### src/rtl/mem_wb_skid.sv
// MEM/WB pipeline register with a one-entry skid buffer and valid/ready handshakes on both sides.
// Optional retired-entry counter is enabled by defining MEM_WB_RETIRE_CNT_EN.
module mem_wb_skid #(
    parameter int unsigned n = 32
) (
    input  logic         clk,
    input  logic         reset_n,
    input  logic         flush,
    input  logic         in_valid,
    output logic         in_ready,
    input  logic [n-1:0] in_alu,
    input  logic [n-1:0] in_mem,
    input  logic [n-1:0] in_pc4,
    input  logic [n-1:0] in_imm,
    input  logic [1:0]   in_wb_sel,
    input  logic [4:0]   in_rd,
    input  logic         in_reg_write,
    output logic         out_valid,
    input  logic         out_ready,
    output logic [n-1:0] out_alu,
    output logic [n-1:0] out_mem,
    output logic [n-1:0] out_pc4,
    output logic [n-1:0] out_imm,
    output logic [1:0]   out_wb_sel,
    output logic [4:0]   out_rd,
`ifdef MEM_WB_RETIRE_CNT_EN
    output logic [31:0]  retired_cnt,
`endif
    output logic         out_reg_write
);

    typedef struct packed {
        logic         reg_write;
        logic [4:0]   rd;
        logic [1:0]   wb_sel;
        logic [n-1:0] imm;
        logic [n-1:0] pc4;
        logic [n-1:0] mem;
        logic [n-1:0] alu;
    } entry_t;

    entry_t main_q;
    entry_t skid_q;
    entry_t in_entry;
    logic   main_valid;
    logic   skid_valid;
    logic   accept;
    logic   drain;

    always_comb begin
        in_entry           = '0;
        in_entry.reg_write = in_reg_write;
        in_entry.rd        = in_rd;
        in_entry.wb_sel    = in_wb_sel;
        in_entry.imm       = in_imm;
        in_entry.pc4       = in_pc4;
        in_entry.mem       = in_mem;
        in_entry.alu       = in_alu;
    end

    // in_ready is ~skid_valid, so an accept never coincides with a SKID->MAIN move.
    assign accept = in_valid & ~skid_valid & ~flush;
    assign drain  = ~main_valid | out_ready;

    always_ff @(posedge clk or negedge reset_n) begin
        if (!reset_n) begin
            main_valid <= 1'b0;
            skid_valid <= 1'b0;
            main_q     <= '0;
            skid_q     <= '0;
        end else if (flush) begin
            main_valid <= 1'b0;
            skid_valid <= 1'b0;
        end else if (drain) begin
            if (skid_valid) begin
                main_q     <= skid_q;
                main_valid <= 1'b1;
                skid_valid <= 1'b0;
            end else if (accept) begin
                main_q     <= in_entry;
                main_valid <= 1'b1;
            end else begin
                main_valid <= 1'b0;
            end
        end else if (accept) begin
            skid_q     <= in_entry;
            skid_valid <= 1'b1;
        end
    end

    assign in_ready      = ~skid_valid;
    assign out_valid     = main_valid;
    assign out_alu       = main_q.alu;
    assign out_mem       = main_q.mem;
    assign out_pc4       = main_q.pc4;
    assign out_imm       = main_q.imm;
    assign out_wb_sel    = main_q.wb_sel;
    assign out_rd        = main_q.rd;
    assign out_reg_write = main_q.reg_write & main_valid;

`ifdef MEM_WB_RETIRE_CNT_EN
    logic [31:0] retired_q;

    always_ff @(posedge clk or negedge reset_n) begin
        if (!reset_n) begin
            retired_q <= '0;
        end else if (!flush && main_valid && out_ready) begin
            retired_q <= retired_q + 32'd1;
        end
    end

    assign retired_cnt = retired_q;
`endif

endmodule
### config.mk
export PLATFORM = sky130hd
export DESIGN_NAME = mem_wb_skid
export DESIGN_NICKNAME = d
export VERILOG_FILES = /design/src/rtl/mem_wb_skid.sv
export SDC_FILE = /design/constraint.sdc
export NUM_CORES = 1
export LEC_CHECK = 0
export ABC_CLOCK_PERIOD_IN_PS = 3230
export CAP_MARGIN = 10
export CORE_MARGIN = 2
export CORE_UTILIZATION = 60
export DETAILED_ROUTE_END_ITERATION = 6
export DONT_BUFFER_PORTS = 1
export GPL_TIMING_DRIVEN = 0
export PLACE_DENSITY = 0.75
export SLEW_MARGIN = 20
export SYNTH_ARGS = -nofsm -noshare
export SYNTH_HDL_FRONTEND = slang
export SYNTH_SLANG_ARGS = --single-unit
### constraint.sdc
create_clock -name clk -period 3.23 [get_ports clk]
set_input_delay 0.8075 -clock clk [delete_from_list [all_inputs] [get_ports clk]]
set_output_delay 0.8075 -clock clk [all_outputs]
set_load 0.01 [all_outputs]
### Word-level counts from Yosys, hierarchy flattened

Cells that the tools add are included.

| storage, ports and cells | value |
|---|---|
| input port bits | 141 |
| bits in registers | 274 |

| operators by class | value |
|---|---|
| bitwise operators | 8 |
| reductions and logical operators | 5 |
| multiplexer cells | 9 |

Operator list:

| kind | count |
|---|---|
| two-way mux 136 bit | 2 |
| two-way mux 1 bit | 7 |
| AND reduction 3 bit | 2 |
| NOT 1 bit | 4 |
| nonzero test 2 bit | 2 |
| bitwise AND 1 bit | 3 |
| nonzero test 3 bit | 1 |
| bitwise OR 1 bit | 1 |

### Depth between registers and ports, before layout

| depth | value |
|---|---|
| depth after elaboration | 7 |
| gate-level depth with buffers | 6 |
| gate-level depth less buffers | 3 |

### Worst setup path after synthesis

Ideal clock, no wire load.

| path | value |
|---|---|
| path kind | input to register |
| start | input out_ready |
| end | register main_q (netlist bit out_imm[0]) |
| data required time | 3.105 ns |
| buffers on the path | 3 |
| data arrival time | 1.721 ns |
| setup time | 0.125 ns |
| stages | 6 |
| path slack | 1.384 ns |
| cells stage by stage | nor2b_4 -> nor3_2 -> buf_4 -> buf_6 -> buf_6 -> mux2_4 |

| on the way | value |
|---|---|
| word-level cells in the longest chain between the ends | 2 |

RTL lines:

| element | RTL line | source |
|---|---|---|
| start: declaration | 19 | `input logic out_ready,` |
| bitwise OR 1 bit | 63 | `assign drain = ~main_valid \| out_ready;` |
| AND reduction 3 bit (no line) | - |  |
| end signal: assignment | 76 | `main_q <= skid_q;` |
| end signal: assignment | 80 | `main_q <= in_entry;` |
| end: declaration | 42 | `entry_t main_q;` |

Every way passes these cells.
A chain may end at the register's enable or synchronous reset.

### Worst setup path after layout

| path | value |
|---|---|
| start | register skid_valid |
| end | output in_ready |

| on the way | value |
|---|---|
| word-level cells in the longest chain between the ends | 1 |

RTL lines:

| element | RTL line | source |
|---|---|---|
| start: declaration | 46 | `logic skid_valid;` |
| start signal: assignment | 68 | `skid_valid <= 1'b0;` |
| start signal: assignment | 73 | `skid_valid <= 1'b0;` |
| start signal: assignment | 78 | `skid_valid <= 1'b0;` |
| NOT 1 bit | 91 | `assign in_ready = ~skid_valid;` |
| end: declaration | 10 | `output logic in_ready,` |

Every way passes these cells.

==> results.json <==
{
  "ys_seq_area_share_pct": 52.3,
  "ant_nets": 0,
  "power_switching_w": 0.00238,
  "cts_resized": 0,
  "final_common_cell": "mux2_2",
  "cts_root_buffer": "clkbuf_16",
  "whs_ps": -33.0,
  "crit_end": "in_ready",
  "fmax_ghz": 0.410,
  "gp_congestion": 0.791,
  "hold_viol_final": 34,
  "finalClockSkew_ps": 9.32,
  "grtUsageTotal_pct": 22.2,
  "ys_types": 16,
  "fill_cells": 1481,
  "route.detailed.drc": 0,
  "crit_fanout": 10,
  "end_kind": "primary output",
  "clock_latency_ps": 540,
  "clkTransAtPathRegs_ps": 60,
  "clockBufferDepth": 3,
  "gr-total-overflow": 0,
  "synth_cells": 872,
  "p_sw_share_pct": 24.4,
  "wire_per_inst_um": 21.4,
  "rsz0062_at_grt": "no",
  "regToRegSetupSlack_ps": 1350,
  "rows": 54,
  "reg2reg_to": "skid_q[93]",
  "powerDensity_nw_per_um2": 676,
  "arrival_ps": 1630,
  "critical_path.startpoint": "skid_valid",
  "r2r_cells": 6,
  "crit_buf_inv": 3,
  "max_cap_violations": 0,
  "seqPwrFrac_pct": 47.2,
  "final_layout_size_suffix_gt1_share_pct": 69.3,
  "crit_cells": 3,
  "drt_iter0_markers": 261,
  "violations": "hold timing",
  "power_frac_clock_pct": 33.8,
  "cp_top_family": "buffers and inverters",
  "status": "finished with violations",
  "routed_wirelength_um": 25900,
  "diodes": 0,
  "worst_pin_slew_ps": 536,
  "timing.final.crit_share_pct": 75.5,
  "via_per_inst": 5.56,
  "start_util_pct": 60.7,
  "fp.dieW_um": 152,
  "setup_tns_ps": 0,
  "synth_nets": 1013,
  "cts_tree": "done",
  "syn_to_final_growth_pct": 10.2,
  "fp.coreArea_um2": 21600,
  "syn_area_per_cell_um2": 15.0,
  "num_vias": 6715,
  "power_frac_comb_pct": 19.0,
  "grt_pass1_vias": 7425,
  "post-route-util_pct": 66.9,
  "cts_setup_buffers": 0,
  "drv_slew": 0,
  "cp.required_ps": 2420,
  "nets": 1045,
  "syn_area_um2": 13100,
  "hold_class": "input port to async pin",
  "grt_pass1_wl_um": 41600,
  "cp_slowest_stage_delay_ps": 390,
  "fin_crit_ps": 2440,
  "dp_hpwl_um": 18200,
  "path_common_cell": "buf_2",
  "dieHeight_um": 152,
  "final_cell_mix": "mux2_2 (328), dfrtp_1 (274), buf_4 (136)",
  "cts_buffers": 30,
  "antenna_found_initial": 0,
  "leakage_nw": 6.66,
  "clkSinkCount": 274,
  "die_area_um2": 23100,
  "ys_seq_elements": 274,
  "yosys_warnings": 0,
  "p_int_w": 0.00739,
  "dr.pass1.iters": 4,
  "max-slew-margin-rel_pct": 64.3,
  "io_buffers": 0,
  "cp-start-kind": "flip-flop",
  "grt_max_degree": 275,
  "timing.rr.start": "out_valid",
  "crit_chain": "buf_2 > buf_2 > inv_1",
  "peakVddDrop_mv": 0.520,
  "cp_slowest_cell": "dfrtp_1",
  "io_pins": 279,
  "crit_type": "flip-flop to primary output",
  "h-tree-depth": 1,
  "finalSetupViolCount": 0
}
synth_stat cells (all sizes together):
library cell	count	area, um2
or2b	1	7.51
nor2b	1	13.8
nor2	2	10.0
nor3	2	15.0
and2	1	6.26
nand3	1	5.00
mux2	408	4890
inv	1	3.75
dfrtp	274	6860
buf	180	1300
a21oi	1	5.00
through the flow:
stage	hold WS (ps)	total power, W	area [um2]	worst slack (ps)	std cells
finish	-33.0	0.00977	14500	791	1208
global route	-55.3	0.0102	14500	717	1208
CTS	-56.0	0.00988	14500	765	1208
detailed placement	487	0.00652	13500	1120	1152
global placement	481	0.00638	13500	1140	1152
floorplan	473	0.00615	13100	1380	872
final cells by class:
type | instances | area [um2] | area share [%]
flip-flops and latches | 274 | 6860 | 47.4
multi-input cells | 417 | 4960 | 34.3
plain buffers | 180 | 1300 | 9.02
clock buffers | 42 | 887 | 6.14
well taps | 280 | 350 | 2.42
clock inverters | 14 | 97.6 | 0.675
inverters | 1 | 3.75 | 0.0260
sequential cells by signal, summed over array words and instances (netlist names):
name and cells:
out_pc4 32, out_alu 32, out_valid 1, out_rd 5
main_q 1, out_mem 32, skid_valid 1, out_wb_sel 2
skid_q 136, out_imm 32
logic make-up after synthesis:
kind of cell / count (synthesis) / synth area share (%)
flops: 274 / 52.3
simple gates: 8 / 0.439
compound gates: 1 / 0.0381
buf+inv: 181 / 9.96
mux: 408 / 37.3
power groups by stage:
stage / Sequential, W / Combinational, W / Clock, W
after floorplan: 0.00450 / 0.00165 / 0
after global placement: 0.00458 / 0.00180 / 0
after detailed placement: 0.00465 / 0.00187 / 0
after CTS: 0.00461 / 0.00188 / 0.00339
after global routing: 0.00470 / 0.00198 / 0.00354
final: 0.00461 / 0.00186 / 0.00330
how the worst min path moves through the flow:
stage | end | slack [ps] | depth (start not counted) | start
final | skid_q[109] | -30 | 0 | reset_n
after floorplan | main_q[135] | 470 | 1 | main_q[135]
after detailed placement | skid_q[76] | 490 | 1 | skid_q[76]
after CTS | skid_q[109] | -60 | 0 | reset_n
after global placement | skid_q[90] | 480 | 1 | skid_q[90]
after global routing | skid_q[109] | -60 | 0 | reset_n
metal layers:
metal | vias to the layer above | share of wire, % | global-route usage, %
met5 | - | 0 | 0
met4 | 0 | 2.3 | 5.87
met3 | 45 | 8.3 | 7.39
met2 | 213 | 51 | 38.6
met1 | 3476 | 38 | 26.7
li1 | 2981 | - | -
Note: power is estimated with default switching activity, not from simulation.
